**src/rtl/arf074b032e1r1w0cbbehsaa4acw_wr_ctl_pkg.sv**
```systemverilog
// arf074b032e1r1w0cbbehsaa4acw_wr_ctl_pkg: shared types, default sizes and the round-robin pick
package arf074b032e1r1w0cbbehsaa4acw_wr_ctl_pkg;

    typedef enum logic {IDLE, SWEEP} state_e;

    localparam int DEF_DATA_W  = 74;
    localparam int DEF_DEPTH   = 32;
    localparam int DEF_ADDR_W  = 5;
    localparam int DEF_NUM_REQ = 4;

    // One-hot grant: first valid requester at or above ptr, wrapping at n (n <= 8).
    function automatic logic [7:0] rr_pick(input logic [7:0] valid, input logic [2:0] ptr, input int n);
        logic [7:0] g;
        logic found;
        int idx;
        g = '0;
        found = 1'b0;
        for (int k = 0; k < 8; k++) begin
            idx = (int'(ptr) + k) % n;
            if (k < n && !found && valid[idx]) begin
                g[idx] = 1'b1;
                found = 1'b1;
            end
        end
        return g;
    endfunction

endpackage

```
**src/rtl/arf074b032e1r1w0cbbehsaa4acw_ctech_sync.sv**
```systemverilog
// arf074b032e1r1w0cbbehsaa4acw_ctech_sync: two-flop synchronizer for a single asynchronous level
module arf074b032e1r1w0cbbehsaa4acw_ctech_sync (
    input  logic clk,
    input  logic d,
    output logic q
);

    logic s1_q, s2_q;

    always_ff @(posedge clk) begin
        s1_q <= d;
        s2_q <= s1_q;
    end

    assign q = s2_q;

endmodule

```
**src/rtl/arf074b032e1r1w0cbbehsaa4acw_wr_ctl.sv**
```systemverilog
// arf074b032e1r1w0cbbehsaa4acw_wr_ctl: round-robin write-port arbiter with an init clear sweep.
// Define ARF074B032E1R1W0CBBEHSAA4ACW_WR_CTL_AUTO_INIT_EN to start a sweep straight out of reset.
module arf074b032e1r1w0cbbehsaa4acw_wr_ctl
    import arf074b032e1r1w0cbbehsaa4acw_wr_ctl_pkg::*;
#(
    parameter int                DATA_W   = DEF_DATA_W,
    parameter int                DEPTH    = DEF_DEPTH,
    parameter int                ADDR_W   = DEF_ADDR_W,
    parameter int                NUM_REQ  = DEF_NUM_REQ,
    parameter logic [DATA_W-1:0] INIT_VAL = '0
) (
    input  logic                      clk,
    input  logic                      rst,
    input  logic                      init_req,
    input  logic [NUM_REQ-1:0]        req_valid,
    input  logic [NUM_REQ*ADDR_W-1:0] req_addr,
    input  logic [NUM_REQ*DATA_W-1:0] req_data,
    output logic [NUM_REQ-1:0]        req_ready,
    output logic                      wr_en,
    output logic [ADDR_W-1:0]         wr_addr,
    output logic [DATA_W-1:0]         wr_data,
    output logic                      init_busy,
    output logic                      init_done
);

    localparam int CNT_W = ADDR_W + 1;

`ifdef ARF074B032E1R1W0CBBEHSAA4ACW_WR_CTL_AUTO_INIT_EN
    localparam state_e RST_STATE = SWEEP;
    localparam logic   RST_BUSY  = 1'b1;
`else
    localparam state_e RST_STATE = IDLE;
    localparam logic   RST_BUSY  = 1'b0;
`endif

    state_e             state_q, state_d;
    logic [2:0]         ptr_q, ptr_d;
    logic [CNT_W-1:0]   cnt_q, cnt_d;
    logic               wr_en_q, wr_en_d;
    logic [ADDR_W-1:0]  wr_addr_q, wr_addr_d;
    logic [DATA_W-1:0]  wr_data_q, wr_data_d;
    logic               busy_q, busy_d;
    logic               done_q, done_d;
    logic               prev_q;
    logic               init_sync;
    logic               edge_det;
    logic [7:0]         grant;
    logic [2:0]         gnt_idx;
    logic [ADDR_W-1:0]  sel_addr;
    logic [DATA_W-1:0]  sel_data;

    arf074b032e1r1w0cbbehsaa4acw_ctech_sync u_sync (
        .clk (clk),
        .d   (init_req),
        .q   (init_sync)
    );

    always_comb begin
        edge_det  = init_sync & ~prev_q;
        grant     = rr_pick(8'(req_valid), ptr_q, NUM_REQ);
        req_ready = (state_q == IDLE && !edge_det) ? grant[NUM_REQ-1:0] : '0;
        gnt_idx   = '0;
        sel_addr  = '0;
        sel_data  = '0;
        for (int i = 0; i < NUM_REQ; i++) begin
            if (req_ready[i]) begin
                gnt_idx  = 3'(i);
                sel_addr = req_addr[i*ADDR_W +: ADDR_W];
                sel_data = req_data[i*DATA_W +: DATA_W];
            end
        end
        state_d   = state_q;
        ptr_d     = ptr_q;
        cnt_d     = cnt_q;
        wr_en_d   = 1'b0;
        wr_addr_d = wr_addr_q;
        wr_data_d = wr_data_q;
        busy_d    = busy_q;
        done_d    = 1'b0;
        if (state_q == IDLE) begin
            // The edge cycle already issues address 0 so the sweep spans exactly DEPTH cycles.
            if (edge_det) begin
                state_d   = SWEEP;
                wr_en_d   = 1'b1;
                wr_addr_d = '0;
                wr_data_d = INIT_VAL;
                cnt_d     = CNT_W'(1);
                busy_d    = 1'b1;
            end else if (|req_ready) begin
                wr_en_d   = 1'b1;
                wr_addr_d = sel_addr;
                wr_data_d = sel_data;
                ptr_d     = (int'(gnt_idx) == NUM_REQ - 1) ? 3'd0 : gnt_idx + 3'd1;
            end
        end else if (cnt_q == CNT_W'(DEPTH)) begin
            state_d = IDLE;
            busy_d  = 1'b0;
            done_d  = 1'b1;
            cnt_d   = '0;
        end else begin
            wr_en_d   = 1'b1;
            wr_addr_d = cnt_q[ADDR_W-1:0];
            wr_data_d = INIT_VAL;
            cnt_d     = cnt_q + CNT_W'(1);
        end
    end

    always_ff @(posedge clk) begin
        if (rst) begin
            state_q   <= RST_STATE;
            ptr_q     <= '0;
            cnt_q     <= '0;
            wr_en_q   <= 1'b0;
            wr_addr_q <= '0;
            wr_data_q <= '0;
            busy_q    <= RST_BUSY;
            done_q    <= 1'b0;
            prev_q    <= 1'b1;
        end else begin
            state_q   <= state_d;
            ptr_q     <= ptr_d;
            cnt_q     <= cnt_d;
            wr_en_q   <= wr_en_d;
            wr_addr_q <= wr_addr_d;
            wr_data_q <= wr_data_d;
            busy_q    <= busy_d;
            done_q    <= done_d;
            prev_q    <= init_sync;
        end
    end

    assign wr_en     = wr_en_q;
    assign wr_addr   = wr_addr_q;
    assign wr_data   = wr_data_q;
    assign init_busy = busy_q;
    assign init_done = done_q;

endmodule

```
**config.mk**
```make
export PLATFORM = sky130hd
export DESIGN_NAME = arf074b032e1r1w0cbbehsaa4acw_wr_ctl
export DESIGN_NICKNAME = d
export VERILOG_FILES = /design/src/rtl/arf074b032e1r1w0cbbehsaa4acw_wr_ctl_pkg.sv /design/src/rtl/arf074b032e1r1w0cbbehsaa4acw_ctech_sync.sv /design/src/rtl/arf074b032e1r1w0cbbehsaa4acw_wr_ctl.sv
export SDC_FILE = /design/constraint.sdc
export NUM_CORES = 1
export LEC_CHECK = 0
export CAP_MARGIN = 20
export CELL_PAD_IN_SITES_DETAIL_PLACEMENT = 1
export CELL_PAD_IN_SITES_GLOBAL_PLACEMENT = 2
export CORE_MARGIN = 1
export CORE_UTILIZATION = 22
export DETAILED_ROUTE_END_ITERATION = 10
export PLACE_DENSITY = 0.95
export SLEW_MARGIN = 20
export SYNTH_ARGS = -nofsm -noshare
export SYNTH_HDL_FRONTEND = slang
export SYNTH_SLANG_ARGS = --single-unit
export TNS_END_PERCENT = 100
```
**constraint.sdc**
```tcl
create_clock -name clk -period 10.02 [get_ports clk]
set_clock_uncertainty 0.05 [all_clocks]
set_input_delay 2.004 -clock clk [delete_from_list [all_inputs] [get_ports clk]]
set_output_delay 2.004 -clock clk [all_outputs]
set_load 0.01 [all_outputs]
```
# After elaboration in Yosys (flattened, before gate mapping)
# Cells that the tools add are included.
[totals]
regBits = 94
inputBits = 323
out_inout_bits = 86
elab_cells = 120
[classes]
add_sub_neg = 5
magnitude_cmp = 8
eq_ne = 4
muxes = 60
bitwise_logic = 10
n_reduce_logical = 22
[ops]
columns = ["op", "n"]
rows = [
  ["2-to-1 mux 74 bit", 8],
  ["2-to-1 mux 5 bit", 8],
  ["2-to-1 mux 1 bit", 25],
  ["2-to-1 mux 4 bit", 5],
  ["2-to-1 mux 6 bit", 3],
  ["< comparator 3 x 5 -> 1 bit (second input constant)", 3],
  ["bitwise OR 4 bit", 3],
  ["binary-select mux 1 bit (select 3 bit)", 3],
  ["demux 1 bit (select 3 bit)", 3],
  ["greater-or-equal comparator 3 x 1 -> 1 bit (second input constant)", 3],
  ["logical AND 1 bit", 8],
  ["OR reduction 2 bit", 4],
  ["adder 6 x 1 -> 6 bit (second input constant)", 1],
  ["equality test 6 bit (second input constant)", 1],
  ["2-to-1 mux 3 bit", 2],
  ["adder 2 x 1 -> 2 bit (second input constant)", 2],
  ["adder 2 bit (second input constant)", 2],
  ["zero test 1 bit", 4],
  ["< comparator 2 x 4 -> 1 bit (second input constant)", 1],
  ["AND reduction 2 bit", 2],
  ["OR reduction 4 bit", 1],
  ["bitwise AND 1 bit (first input constant)", 3],
  ["equality test 3 bit (second input constant)", 1],
  ["NOT 1 bit", 3],
  ["other kinds (10)", 10],
]

# Logic depth before layout (Yosys ltp)
# Gate-level depths: netlist of the first run.
[depth]
ltp_word = 22
depth_mapped = 13
mapped_depth_nobuf = 9

# Hierarchy
# A second synthesis of the first run with hierarchy kept.
[unflattened]
hier_cells = 720
area_unflattened_um2 = 6708.9
[by_module_without_submodules]
columns = ["module", "instances", "cells_per_inst", "area_each_um2", "seq_area_each_um2"]
rows = [
  ["arf074b032e1r1w0cbbehsaa4acw_wr_ctl", 1, 718, 6668.9, 1841.8],
  ["arf074b032e1r1w0cbbehsaa4acw_ctech_sync", 1, 2, 40.0, 40.0],
]

# Least setup slack after synthesis of the first run
# OpenSTA, ideal clock, no wires.
[synth_path]
path_type = "input -> output"
startpoint = "input req_valid[1]"
endpoint = "output req_ready[2]"
arrival_ps = 3630
t_required_ps = 7966
path_slack_ps = 4336
cell_stages = 6
n_path_buf = 1
path_cell_list = "mux4_2 > a221o_1 > o21ai_1 > clkbuf_1 > nand2_1 > inv_1"
[synth_between]
elab_chain_cells = 13
elab_cells_between_ends = 28
cone_classes = "mux: 19; bitwise: 3; reduce/logical: 6"
[synth_lines]
columns = ["item", "line_no", "source"]
rows = [
  ["start: declaration", "arf074b032e1r1w0cbbehsaa4acw_wr_ctl.sv:15", "input logic [NUM_REQ-1:0] req_valid,"],
  ["binary-select mux 1 bit (select 2 bit)", "arf074b032e1r1w0cbbehsaa4acw_wr_ctl_pkg.sv:20", "if (k < n && !found && valid[idx]) begin"],
  ["2-to-1 mux 1 bit (implied by the code)", "arf074b032e1r1w0cbbehsaa4acw_wr_ctl_pkg.sv:20", ""],
  ["2-to-1 mux 1 bit", "arf074b032e1r1w0cbbehsaa4acw_wr_ctl_pkg.sv:20", ""],
  ["zero test 1 bit", "arf074b032e1r1w0cbbehsaa4acw_wr_ctl_pkg.sv:20", ""],
  ["logical AND 1 bit", "arf074b032e1r1w0cbbehsaa4acw_wr_ctl_pkg.sv:20", ""],
  ["2-to-1 mux 1 bit", "arf074b032e1r1w0cbbehsaa4acw_wr_ctl_pkg.sv:20", ""],
  ["zero test 1 bit", "arf074b032e1r1w0cbbehsaa4acw_wr_ctl_pkg.sv:20", ""],
  ["logical AND 1 bit", "arf074b032e1r1w0cbbehsaa4acw_wr_ctl_pkg.sv:20", ""],
  ["2-to-1 mux 1 bit", "arf074b032e1r1w0cbbehsaa4acw_wr_ctl_pkg.sv:20", ""],
  ["zero test 1 bit", "arf074b032e1r1w0cbbehsaa4acw_wr_ctl_pkg.sv:20", ""],
  ["logical AND 1 bit", "arf074b032e1r1w0cbbehsaa4acw_wr_ctl_pkg.sv:20", ""],
  ["2-to-1 mux 4 bit *", "arf074b032e1r1w0cbbehsaa4acw_wr_ctl_pkg.sv:20", ""],
  ["2-to-1 mux 4 bit *", "arf074b032e1r1w0cbbehsaa4acw_wr_ctl.sv:61", "req_ready = (state_q == IDLE && !edge_det) ? grant[NUM_REQ-1:0] : '0;"],
  ["end: declaration", "arf074b032e1r1w0cbbehsaa4acw_wr_ctl.sv:18", "output logic [NUM_REQ-1:0] req_ready,"],
]
# Every way passes the cells marked *; elsewhere a longest branch is shown, timed or not. The select of a mux whose other input is x is not followed.

# Final worst setup path of the first run
[layout_path]
startpoint = "input req_valid[0]"
endpoint = "output req_ready[3]"
# The elaborated chain is that of the path after synthesis.

==> results.py, run 1 <==
metrics = {
    "synth": {
        "ys_ff_latch": 94,
        "ys.flop_type": "dfxtp_1",
        "syn_area_um2": 6630,
        "netlist_instances": 720,
        "yosysWarnings": 0,
        "synth-edff-count": 0,
        "synth_fp_nets": 1052,
        "yosysUniqueCellTypes": 59,
        "ys_seq_area_share_pct": 28.4,
        "ys_async_sr_fraction_pct": 0,
        "synth_area_per_cell_um2": 9.21,
    },
    "worst_setup_path": {
        "slowest_delay_ns": 0.64,
        "end_kind": "output port",
        "path_class": "in -> out",
        "r2r_slack_ns": 4.41,
        "r2r-end": "wr_data[36]",
        "startpoint": "req_valid[0]",
        "path_common_cell": "clkdlybuf4s50_1",
        "cp-endpoint": "req_ready[3]",
        "crit_required_ns": 7.97,
        "startpoint_type": "input pin",
        "r2r-start": "ptr_q[0]",
        "crit_family": "buffers and inverters",
        "cp_num_cells": 6,
        "cp_cell_sequence": "clkdlybuf4s50_1, mux4_2, o21bai_1, o21a_2, nor2_1, clkdlybuf4s50_1",
        "cp_max_fo": 9,
        "r2r_cells": 11,
        "cp_slowest_cell": "mux4_2",
        "arrival_ns": 4.74,
        "path_buf_inv": 2,
    },
    "place": {
        "port_buffers": 408,
        "dpl.hpwl_mm": 23.4,
        "place_ws_ns": 3.26,
        "dp.cells": 1436,
        "gp_congestion": 0.822,
    },
    "timing": {
        "drv_slew": 0,
        "setup_violations": 0,
        "fin_crit_sh_pct": 67.8,
        "hold_viol": 0,
        "fmax_mhz": 147,
        "tightest_slew_ns": 1.03,
        "finalSetupTns_ns": 0,
        "setup_ws_ns": 3.22,
        "fin_crit_ns": 6.80,
        "worst_hold_slack_ns": 0.296,
        "rsz0062_at_grt": "false",
        "relSlewSlack_pct": 31.1,
    },
    "floorplanning": {
        "die_w_um": 176,
        "start_util_pct": 22.4,
        "rows": 63,
        "die_y_um": 176,
        "pin_count": 409,
        "core_um2": 29600,
        "die_area_um2": 30900,
    },
    "final_layout": {
        "layoutNonFillerInstCount": 1452,
        "final_common_cell": "clkdlybuf4s50_1",
        "final_cell_mix": "clkdlybuf4s50_1 (408), dfxtp_1 (94)",
        "antenna_cells": 0,
        "n_fill_cell": 3390,
        "syn_to_final_growth_pct": 68.2,
        "drive_gt1_share_pct": 9.51,
        "fin_nets": 1389,
    },
    "routing": {
        "top_layer": "met4",
        "totalWireLength_mm": 34.5,
        "drcViolationCount": 0,
        "wl_per_cell_um": 23.8,
        "detail-route-antenna-nets": 0,
        "routed-wl-met2_mm": 16.9,
        "dr.pass1.iters": 5,
        "drt_iter0_markers": 514,
        "vias_per_cell": 5.77,
        "num_vias": 8372,
        "wl_met1_mm": 14.0,
        "met3_length_mm": 2.78,
    },
    "grt": {
        "grt-ovfl-total": 0,
        "grt_pass1_wl_mm": 51.6,
        "grt.total_usage_pct": 21.5,
        "grt_max_degree": 74,
        "grt_pass1_vias": 8748,
        "grt_antenna_before_repair": 0,
    },
    "pwr": {
        "pwr-share-seq_pct": 18.7,
        "switching_share_pct": 49.3,
        "p_comb_share_pct": 68.2,
        "p_clk_share_pct": 13.0,
        "ir_drop_v": 0.000134,
        "p_switching_mw": 1.47,
        "internal_power_mw": 1.51,
        "pwr_density_cell_nw_per_um2": 267,
        "p_leak_nw": 3.61,
    },
    "clock_tree": {
        "clkSlewWorstSetupHoldPaths_ns": 0.08,
        "cts.path.max_buffers": 2,
        "root_buffer": "clkbuf_16",
        "post-cts-setup-buffers": 0,
        "cts_tree": "done",
        "htree_levels": 3,
        "cts_made_buffers": 9,
        "ctsHoldBuffers": 0,
        "clk-insertion-delay-late_ns": 0.35,
        "clock-sinks": 94,
        "post_cts_resized": 0,
    },
    "run_status": {
        "status": "complete, no violations",
    },
    "flow_run": {
        "cap_violations": 0,
    },
    "min_path": {
        "hold_path.class": "reg -> reg",
    },
}
==> worst min-delay path by stage <==
stage,start,end,slack [ns],depth (start not counted)
global placement,u_sync.s1_q,u_sync.q,0.29,0
CTS,u_sync.s1_q,u_sync.q,0.30,0
global route,u_sync.s1_q,u_sync.q,0.31,0
detailed placement,u_sync.s1_q,u_sync.q,0.27,0
floorplan,u_sync.s1_q,u_sync.q,0.26,0
finish,u_sync.s1_q,u_sync.q,0.30,0
==> registers in the layout, summed over array words and instances, names as in the netlist <==
name	flops
ptr_q	2
cnt_q	6
u_sync.q	1
u_sync.s1_q	1
wr_en	1
wr_data	74
state_q	1
wr_addr	5
prev_q	1
init_busy	1
init_done	1
==> synthesized netlist by cell type (6+ instances only) <==
| master | instances | area (um2) |
|---|---|---|
| buf_6 | 16 | 180 |
| buf_2 | 19 | 95.1 |
| a2111oi_0 | 16 | 140 |
| a221o_1 | 66 | 661 |
| nand3_1 | 66 | 330 |
| nor3_1 | 67 | 335 |
| nor2_1 | 21 | 78.8 |
| o32ai_1 | 66 | 578 |
| nand2_1 | 11 | 41.3 |
| and3_1 | 6 | 37.5 |
| a21oi_1 | 12 | 60.1 |
| o21ai_0 | 10 | 50.1 |
| o221ai_1 | 10 | 87.6 |
| a2111oi_2 | 40 | 601 |
| ha_1 | 9 | 113 |
| nand2b_1 | 16 | 100 |
| o22ai_1 | 6 | 37.5 |
| a2bb2oi_1 | 9 | 78.8 |
| inv_1 | 7 | 26.3 |
| clkbuf_1 | 54 | 203 |
| dfxtp_1 | 94 | 1880 |
| a2111oi_1 | 10 | 100 |
| a311oi_1 | 7 | 61.3 |
| buf_4 | 9 | 67.6 |
| mux2i_1 | 7 | 70.1 |
| a22oi_1 | 6 | 45.0 |
==> power groups by stage <==
| stage | clock, mW | sequential (mW) | combinational (mW) |
|---|---|---|---|
| 2_1_floorplan | 0 | 0.585 | 1.32 |
| 5_1_grt | 0.415 | 0.567 | 2.16 |
| 3_3_place_gp | 0 | 0.562 | 1.99 |
| 6_report | 0.388 | 0.558 | 2.03 |
| 3_5_place_dp | 0 | 0.562 | 2.03 |
| 4_1_cts | 0.403 | 0.557 | 2.03 |
==> routing by layer <==
layer | vias up | global-route usage (%)
li1 | 3707 | -
met1 | 4179 | 25.9
met2 | 438 | 37.1
met3 | 48 | 5.22
met4 | 0 | 7.25
met5 | - | 0
==> kinds of logic (layout without fill, tap and decap cells) <==
family	after synthesis	after routing	share of synthesized area (%)
compound gates	290	290	42.5
simple gates	208	208	16.1
buf+inv	105	447	8.62
flops	94	94	28.4
mux	14	14	2.75
fa+ha+maj	9	9	1.70
==> worst register-to-register path: stages, from the launching register on <==
cell and delay, ns:
dfxtp_1 0.78, inv_1 0.33, ha_1 0.59, mux4_2 0.41, a21o_1 0.18, a211oi_1 0.35, o31ai_4 0.12, buf_4 0.42
o41a_2 0.78, nor2_4 0.59, buf_4 0.65, a221o_1 0.30
==> cell type report <==
class                   instances  area, um2  area share [%]
well taps                     390        488            4.37
inverters                       7       26.3           0.236
flip-flops and latches         94       1880            16.9
clock buffers                   9        225            2.02
repair buffers                424       4200            37.7
multi-input cells             521       4240            38.0
clock inverters                 7       88.8           0.796
==> through the flow <==
step | util (%) | power [mW] | instance area [um2]
4_1_cts | 37.6 | 2.99 | 11200
3_3_place_gp | 36.6 | 2.55 | 10800
3_5_place_dp | 36.6 | 2.59 | 10800
6_report | 37.6 | 2.98 | 11200
5_1_grt | 37.6 | 3.15 | 11200
2_1_floorplan | - | 1.90 | 6630
No activity file was read; power rests on OpenSTA's default activity.
==> inputs of run 2 (changes only) <==
--- a/config.mk
+++ b/config.mk
@@ -9,9 +9,9 @@
 export CELL_PAD_IN_SITES_DETAIL_PLACEMENT = 1
 export CELL_PAD_IN_SITES_GLOBAL_PLACEMENT = 2
 export CORE_MARGIN = 1
-export CORE_UTILIZATION = 22
+export CORE_UTILIZATION = 18
 export DETAILED_ROUTE_END_ITERATION = 10
-export PLACE_DENSITY = 0.95
+export PLACE_DENSITY = 0.85
 export SLEW_MARGIN = 20
 export SYNTH_ARGS = -nofsm -noshare
 export SYNTH_HDL_FRONTEND = slang
==> constraint.sdc (replaced) <==
create_clock -name clk -period 6.1 [get_ports clk]
set_clock_uncertainty 0.05 [all_clocks]
set_input_delay 1.22 -clock clk [delete_from_list [all_inputs] [get_ports clk]]
set_output_delay 1.22 -clock clk [all_outputs]
set_load 0.01 [all_outputs]
==> run 2 against run 1 <==
Sequential cell count unchanged. Total power is 68% higher. Core utilization is 6.1 points lower. Via count fell by 1.1%. Register-to-register slack got worse by 2.6 ns. Non-clock buffer count up 5.
==> results.py, run 2 (synthesized netlist as in run 1, its figures left out) <==
metrics = {
    "run_status": {
        "status": "complete, no violations",
    },
    "place": {
        "port_buffers": 408,
        "post_dp_cell_area_um2": 11000,
        "dp.cells": 1512,
        "dpl.hpwl_mm": 24.3,
        "gp_congestion": 0.850,
    },
    "timing": {
        "fmax_mhz": 192,
        "rsz0062_at_grt": "false",
        "drv_slew": 0,
        "fin_crit_ns": 5.22,
        "finalSetupTns_ns": 0,
        "worst_hold_slack_ns": 0.309,
        "setup_violations": 0,
        "fin_crit_sh_pct": 85.5,
        "relSlewSlack_pct": 26.2,
        "tightest_slew_ns": 1.11,
        "hold_viol": 0,
    },
    "min_path": {
        "hold_start": "u_sync.s1_q",
        "holdPathEnd": "u_sync.q",
        "hold_path.class": "reg -> reg",
        "holdPathStages": 0,
    },
    "final_layout": {
        "antenna_cells": 0,
        "largest_reg_flops": 74,
        "final_common_cell": "clkdlybuf4s50_1",
        "layoutNonFillerInstCount": 1528,
        "drive_gt1_share_pct": 9.75,
        "fin_nets": 1394,
        "final_cell_mix": "clkdlybuf4s50_1 (408), dfxtp_1 (94)",
        "n_fill_cell": 4151,
        "fin_area_um2": 11300,
        "syn_to_final_growth_pct": 70.7,
    },
    "worst_setup_path": {
        "cp_max_fo": 12,
        "startpoint_type": "input pin",
        "r2r-end": "wr_data[68]",
        "r2r-start": "ptr_q[1]",
        "r2r_slack_ns": 1.81,
        "crit_required_ns": 4.83,
        "r2r_cells": 10,
        "end_kind": "output port",
        "path_class": "in -> out",
        "arrival_ns": 3.95,
    },
    "clock_tree": {
        "post_cts_resized": 0,
        "post-cts-setup-buffers": 0,
        "ctsHoldBuffers": 0,
        "clk-insertion-delay-late_ns": 0.36,
        "clock-sinks": 94,
        "root_buffer": "clkbuf_16",
        "cts_tree": "done",
        "htree_levels": 3,
        "cts_made_buffers": 9,
        "cts.path.max_buffers": 2,
        "clkSlewWorstSetupHoldPaths_ns": 0.08,
    },
    "pwr": {
        "total_power_mw": 5.00,
        "p_leak_nw": 3.65,
        "pwr_density_cell_nw_per_um2": 441,
        "ir_drop_v": 0.000407,
    },
    "floorplanning": {
        "pin_count": 409,
        "start_util_pct": 18.5,
        "die_area_um2": 37600,
        "core_um2": 35900,
        "die_y_um": 194,
        "rows": 69,
        "die_w_um": 194,
    },
    "flow_run": {
        "cap_violations": 0,
    },
    "routing": {
        "vias_per_cell": 5.42,
        "dr.pass1.iters": 4,
        "detail-route-antenna-nets": 0,
        "wl_per_cell_um": 23.5,
        "totalWireLength_mm": 35.9,
        "drt_iter0_markers": 463,
        "num_vias": 8283,
        "drcViolationCount": 0,
    },
    "grt": {
        "grt_max_degree": 75,
        "grt_pass1_vias": 8796,
        "grt_antenna_before_repair": 0,
        "grt-ovfl-total": 0,
        "grt.total_usage_pct": 18.2,
        "grt_pass1_wl_mm": 53.5,
    },
}
## run 2: layout make-up
class | count | area, um2 | area share (%)
inverters | 7 | 26.3 | 0.232
multi-input cells | 521 | 4240 | 37.4
repair buffers | 429 | 4250 | 37.6
flip-flops and latches | 94 | 1880 | 16.6
clock buffers | 10 | 229 | 2.02
clock inverters | 6 | 115 | 1.02
well taps | 461 | 577 | 5.09
## run 2: how the worst max path moves through the flow
stage	from	endpoint	cells after the start
5_1_grt	req_valid[0]	req_ready[0]	7
3_3_place_gp	req_valid[2]	req_ready[0]	7
4_1_cts	req_valid[2]	req_ready[0]	7
6_report	req_valid[0]	req_ready[0]	7
3_5_place_dp	req_valid[2]	req_ready[0]	7
2_1_floorplan	req_valid[1]	req_ready[2]	6
## run 2: where the power goes
group          switching [mW]  internal (mW)
combinational            2.01           1.38
clock                   0.293          0.406
sequential              0.106          0.796
## run 2: critical path: stages
cell	delay [ns]
clkdlybuf4s50_1	0.53
mux4_2	0.57
inv_1	0.13
a211oi_1	0.11
o31ai_4	0.27
and2_1	0.47
clkdlybuf4s50_1	0.63
## run 2: stage by stage
stage	util, %	setup slack, ns
6_report	31.5	0.882
3_3_place_gp	30.6	0.982
2_1_floorplan	-	1.98
3_5_place_dp	30.6	0.889
4_1_cts	31.5	0.885
5_1_grt	31.5	0.748
## run 2: per-layer routing
metal  GRT usage (%)  wire length [um]  share of wire [%]
met4            6.58              1040                2.9
met2            31.0             17200                 48
met5               0                 0                  0
met3            4.35              2400                6.7
met1            22.2             15300                 42
==> inputs of run 3 (changes only) <==
--- a/config.mk
+++ b/config.mk
@@ -11,6 +11,7 @@
 export CORE_MARGIN = 1
 export CORE_UTILIZATION = 18
 export DETAILED_ROUTE_END_ITERATION = 10
+export GPL_ROUTABILITY_DRIVEN = 1
 export PLACE_DENSITY = 0.85
 export SLEW_MARGIN = 20
 export SYNTH_ARGS = -nofsm -noshare
==> results of run 3 <==
Final layout, timing and power as in run 2 (identical DEF).
==> edit 1 (config.mk and constraints of run 3) <==
Change the package constant `DEF_NUM_REQ` from 4 to 5.
--- a/src/rtl/arf074b032e1r1w0cbbehsaa4acw_wr_ctl_pkg.sv
+++ b/src/rtl/arf074b032e1r1w0cbbehsaa4acw_wr_ctl_pkg.sv
@@ -6,7 +6,7 @@
     localparam int DEF_DATA_W  = 74;
     localparam int DEF_DEPTH   = 32;
     localparam int DEF_ADDR_W  = 5;
-    localparam int DEF_NUM_REQ = 4;
+    localparam int DEF_NUM_REQ = 5;
 
     // One-hot grant: first valid requester at or above ptr, wrapping at n (n <= 8).
     function automatic logic [7:0] rr_pick(input logic [7:0] valid, input logic [2:0] ptr, input int n);
Ports: changed (resized req_addr, req_data, req_ready and req_valid); port bits go from 409 to 490. No check against the original RTL was run, so the function may have changed too.
==> edit 1 against run 3 <==
Sequential cell count rose by 1; first-iteration DRC count up 7.6%; setup slack lost 0.72 ns; wire length increased by 32%; total power is 44% higher; final area up 26%; sequential power grew 7.9%; synthesized area is 22% higher.
==> edit 1: results (changes against run 3) <==
| Result | This run | vs run 3 |
|:---|:---|:---|
| Share of cells above drive strength 1 | 11.41% | +1.7 points |
| Iteration-0 DRC Markers | 498 | +7.6% |
| Warnings from Yosys | 0 | unchanged |
| Number of vias in the routed layout | 10380 | +25% |
| Global-route wire length before repair | 67.73 mm | +27% |
| Crit-path leading delay family | simple AND/OR/NAND/NOR gates |  |
| Number of port buffers | 489 | +20% |
| Flip-flop count of the largest register after layout | 74 | unchanged |
| # nets final | 1895 | +36% |
| Commonest non-fill, non-tap cell in the layout | sky130_fd_sc_hd__clkdlybuf4s50_1 |  |
| Critical path launch point | ptr_q[1] |  |
| Detailed-router iteration count before antenna repair | 5 | +1 |
| Post-detailed-placement half-perimeter wirelength | 37.29 mm | +54% |
| Biggest cell delay along the critical path | 0.54 ns | -0.09 ns |
| Min-delay src | u_sync.s1_q |  |
| Top post-synthesis cells by area | sky130_fd_sc_hd__dfxtp_1 24%, sky130_fd_sc_hd__o221ai_1 8.5%, sky130_fd_sc_hd__o32ai_2 7.7% |  |
| Number of different library cells in the post-synthesis netlist | 90 | +53% |
| WL final | 47.27 mm | +32% |
| Mux share of post-synthesis cell area | 2.294% | -0.46 points |
| Insertion delay to the later sink of the worst-skew pair | 0.39 ns | +0.03 ns |
| Result of the run | finished, final reports clean |  |
| Global-route total usage across every layer | 19.99% | +1.8 points |
| Worst Path Max Fanout | 8 | -4 |
| Post-synthesis async set-or-reset flop share | 0% | unchanged |
| Post-synthesis sequential area ratio | 23.55% | -4.8 points |
| Number of antenna violations at the first check in global routing | 4 | +4 |
| Adder-Cell Fraction of Synth Area | 5.114% | +3.4 points |
| Transition time of the tightest slew-check pin | 1.015 ns | -0.09173 ns |
| Synthesized-area fraction occupied by xor and xnor cells | 0.9608% | +0.96 points |
| Max rail drop VDD | 0.2068 mV | -49% |
| Clock-pin transition on the worst setup and hold timing paths | 0.08 ns | about the same |
| Filler instances | 5202 | +25% |
| Root buffer selected by CTS | sky130_fd_sc_hd__clkbuf_16 |  |
| Deepest level of the CTS H-tree | 3 | unchanged |
| Net count of the mapped netlist | 1425 | +35% |
| Data arrival, critical path | 4.66 ns | +0.71 ns |
| Num CTS Buffers | 9 | unchanged |
| Fraction of the mapped netlist area in compound gates | 45.87% | +3.4 points |
| Synth top cells by count | 114 x sky130_fd_sc_hd__inv_1, 99 x sky130_fd_sc_hd__a21oi_1, 95 x sky130_fd_sc_hd__dfxtp_1, 81 x sky130_fd_sc_hd__o22ai_1, 78 x sky130_fd_sc_hd__o221ai_1 |  |
| Placer Congestion | 0.9118 | +7.2% |
| Buffer depth of the longest clock path | 2 | unchanged |
| Class of the tightest hold or removal check | flop to flop |  |
| Via count of the first global-routing pass | 10830 | +23% |
| Worst setup timing slack at the placement stage | 0.03454 ns | -0.8541 ns |
| LEAKAGE | 0.005053 uW | +38% |
| Placed instance area | 13800 um2 | +26% |
| Largest net degree at the start of global routing | 81 | +8.0% |
| Cell with the biggest individual delay on the critical path | sky130_fd_sc_hd__or4b_4 |  |
## edit 1: changes by cell type after synthesis, sizes merged, moves of 64 or more
| cell | run 3 | this run |
|---|---|---|
| a2111oi | 66 | 2 |
| inv | 7 | 117 |
| a221o | 66 | 1 |
| o221ai | 10 | 79 |
| a21oi | 12 | 103 |
| o22ai | 6 | 81 |
## edit 1: per-stage QoR
stage | util, % | power [uW] | std cells
2_1_floorplan | - | 4400 | 989
3_3_place_gp | 31.20 | 6473 | 2035
3_5_place_dp | 31.20 | 6547 | 2035
4_1_cts | 32.01 | 7223 | 2054
5_1_grt | 32.16 | 7683 | 2057
6_report | 32.17 | 7178 | 2058
## edit 1: routing by layer
metal,global-route usage (%),routed length [um],share of wire [%]
met5,0,12,0.025
met3,3.896,2522,5.3
met2,35.14,24060,51
met1,24.03,19520,41
met4,7.167,1156,2.4
## edit 1: power by group
part	switching (uW)	internal, uW
registers	113	860
clock network	305	281
logic	3310	2310
total	3730	3450
## edit 1: final timing paths
kind / endpoint / slack, ns / cells after the start
min: u_sync.q / 0.28 / 0
max reg2reg: ptr_q[1] / 0.42 / 24
min reg2reg: u_sync.q / 0.28 / 0
max: req_ready[0] / 0.17 / 16
## edit 1: area by class of cell
cell class	count	area, um2	area share (%)
Timing Repair Buffer	545	5389	37.88
Antenna cell	2	5.005	0.03518
Multi-Input combinational cell	690	5464	38.41
Clock inverter	6	43.79	0.3079
Tap cell	592	740.7	5.207
Sequential cell	95	1904	13.39
Clock buffer	10	229.0	1.610
Inverter	118	449.2	3.158
## edit 1: what timing repair did
item | in CTS | in global routing
endpoints found under the setup margin | 5 | 6
pin swaps | 2 | 1
buffers inserted | 3 | 2
gates resized for setup | 17 | 10
cloned | 0 | 0
hold buffers | 0 | 0
## edit 1: kinds of logic (layout without fill, tap and decap cells)
group                      after synthesis  count (layout)
and+or+nand+nor                        170             170
xor gates and xnor gates                 8               8
DFF                                     95              95
adders and majority gates               33              33
AOI/OAI and AO/OA                      466             466
muxes                                   13              13
other                                    0               2
buffers and inverters                  204             679
==> edit 2 (settings of run 3) <==
Made on the original files. Take the reset off `wr_data_q` and load it in a clocked block of its own.
--- a/src/rtl/arf074b032e1r1w0cbbehsaa4acw_wr_ctl.sv
+++ b/src/rtl/arf074b032e1r1w0cbbehsaa4acw_wr_ctl.sv
@@ -112,7 +112,6 @@
             cnt_q     <= '0;
             wr_en_q   <= 1'b0;
             wr_addr_q <= '0;
-            wr_data_q <= '0;
             busy_q    <= RST_BUSY;
             done_q    <= 1'b0;
             prev_q    <= 1'b1;
@@ -122,11 +121,14 @@
             cnt_q     <= cnt_d;
             wr_en_q   <= wr_en_d;
             wr_addr_q <= wr_addr_d;
-            wr_data_q <= wr_data_d;
             busy_q    <= busy_d;
             done_q    <= done_d;
             prev_q    <= init_sync;
         end
+    end
+
+    always_ff @(posedge clk) begin
+        wr_data_q <= wr_data_d;
     end
 
     assign wr_en     = wr_en_q;
Formal check against the unedited RTL: not equivalent (Yosys sat finds a counterexample within 4 cycles, from zero or initial values and one cycle with rst high).
==> edit 2 against run 3 <==
Register-to-register slack gained 0.02 ns; sequential power is 49% higher; synthesized cell count fell by 18%; total power grew 7.7%; final area fell by 6.6%; hold slack worse by 0.029 ns; synthesized area fell by 12%; wire length down 19%; utilization up 1.9 points; setup slack worse by 0.0087 ns; sequential cell count is the same.
==> edit 2: results (changes against run 3) <==
| Result | This run | vs run 3 |
|:---|:---|:---|
| Data arrival, critical path | 3.96 ns | about the same |
| Adder-Cell Fraction of Synth Area | 1.938% | +0.24 points |
| Num CTS Buffers | 9 | unchanged |
| Placed instance area | 10290 um2 | -6.3% |
| Number of port buffers | 408 | unchanged |
| Count of antenna diodes in the layout | 0 | unchanged |
| Global-route wire length before repair | 42.60 mm | -20% |
| # nets final | 1298 | -6.9% |
| Deepest level of the CTS H-tree | 3 | unchanged |
| Synthesized-area fraction occupied by xor and xnor cells | 0% | unchanged |
| Post-synthesis sequential area ratio | 45.12% | +17 points |
| Number of max-capacitance violations reported | 0 | unchanged |
| Via density per instance | 4.846 | -11% |
| Root buffer selected by CTS | sky130_fd_sc_hd__clkbuf_16 |  |
| Max rail drop VDD | 0.2671 mV | -34% |
| Synth top cells by count | 75 x sky130_fd_sc_hd__a21oi_1, 74 x sky130_fd_sc_hd__edfxtp_1, 71 x sky130_fd_sc_hd__o21ai_0, 68 x sky130_fd_sc_hd__nand2_1, 43 x sky130_fd_sc_hd__a221oi_1 |  |
| Placer Congestion | 0.8162 | -4.0% |
| Net count of the mapped netlist | 919 | -13% |
| Insertion delay to the later sink of the worst-skew pair | 0.35 ns |  |
| Post CTS Setup Buffer Count | 0 | unchanged |
| Main combinational cell family by area after synthesis | compound AO/OA/AOI/OAI gates |  |
| Post-detailed-placement half-perimeter wirelength | 21.78 mm | -10% |
| Detailed-router iteration count before antenna repair | 5 | +1 |
| Global-route total usage across every layer | 17.09% | -1.1 points |
| Share of cells above drive strength 1 | 8.136% | -1.6 points |
| LEAKAGE | 0.003643 uW | -0.20% |
| Mux share of post-synthesis cell area | 1.163% | -1.6 points |
| Worst Path Max Fanout | 8 | -4 |
| WL final | 28.92 mm | -19% |
| Number of different library cells in the post-synthesis netlist | 56 | -5.1% |
| Clock-pin transition on the worst setup and hold timing paths | 0.07 ns |  |
| Transition time of the tightest slew-check pin | 0.9471 ns | -0.1594 ns |
| Buffer depth of the longest clock path | 2 | unchanged |
| Number of flops mapped to enable cells by yosys | 74 | +74 |
| Predominant post-synthesis flop cell | sky130_fd_sc_hd__edfxtp_1 |  |
| Via count of the first global-routing pass | 6966 | -21% |
| Largest net degree at the start of global routing | 51 | -32% |
| Fraction of the mapped netlist area in compound gates | 33.84% | -8.7 points |
| Number of antenna violations at the first check in global routing | 0 | unchanged |
| Class of the tightest hold or removal check | flop to flop |  |
| Flip-flop count of the largest register after layout | 74 | unchanged |
| Result of the run | finished, final reports clean |  |
| Warnings from Yosys | 0 | unchanged |
| Top post-synthesis cells by area | sky130_fd_sc_hd__edfxtp_1 38%, sky130_fd_sc_hd__a221oi_2 7.5%, sky130_fd_sc_hd__dfxtp_1 6.9% |  |
| Post-synthesis async set-or-reset flop share | 0% | unchanged |
| CTS-repair resized insts | 0 | unchanged |
| Iteration-0 DRC Markers | 248 | -46% |
edit 2: cell count changes in the layout (fill, tap and decap cells not counted), sizes merged, moves of 66 or more:
cell and delta:
o32ai -66, edfxtp +74, a221oi +71, a2111oi -66, dfxtp -74, a221o -66
edit 2: cell type report:
class	count	area (um2)
fillers	3576	21070
repair buffers	424	4224
multi-input cells	421	2878
flip-flops and latches	94	2623
well taps	402	503.0
clock buffers	12	236.5
inverters	16	60.06
clock inverters	4	47.55
edit 2: cell families after synthesis:
family / Yosys count
DFF: 94
AOI/OAI and AO/OA: 266
and+or+nand+nor: 143
adders and majority gates: 9
buffers and inverters: 72
muxes: 3
edit 2: worst max-delay path: stages:
cell and delay [ns]:
sky130_fd_sc_hd__clkdlybuf4s50_1 0.58, sky130_fd_sc_hd__or2b_1 0.26, sky130_fd_sc_hd__mux4_2 0.55, sky130_fd_sc_hd__o311ai_1 0.56
sky130_fd_sc_hd__a21oi_4 0.08, sky130_fd_sc_hd__nor2_4 0.15, sky130_fd_sc_hd__clkdlybuf4s50_1 0.56
edit 2: metrics by stage:
step / setup slack [ns] / power (uW) / instances
floorplan: 0.6497 / 3408 / 587
global placement: 1.002 / 4818 / 1356
detailed placement: 0.8993 / 4874 / 1357
CTS: 0.8989 / 5480 / 1373
global route: 0.8167 / 5770 / 1373
finish: 0.8736 / 5382 / 1373
edit 2: worst paths after layout:
kind | endpoint | slack, ns | from | cells past startpoint
min reg2reg | u_sync.q | 0.28 | u_sync.s1_q | 0
max | req_ready[3] | 0.87 | req_valid[2] | 7
max reg2reg | wr_data[42] | 1.83 | ptr_q[0] | 11
min | u_sync.q | 0.28 | u_sync.s1_q | 0
edit 2: where the power goes:
group | leakage (uW) | internal, uW | switching (uW)
clock network | 0.000137 | 318 | 264
logic | 0.00253 | 1470 | 1990
registers | 0.000972 | 1230 | 107
total | 0.00364 | 3020 | 2360
edit 2: layer usage:
| layer | routed length, um | global-route usage, % | up-vias |
|---|---|---|---|
| met5 | 0 | 0 | - |
| li1 | - | - | 3083 |
| met2 | 14370 | 30.06 | 316 |
| met1 | 11670 | 20.10 | 3231 |
| met4 | 448 | 4.305 | 0 |
| met3 | 2427 | 5.195 | 23 |
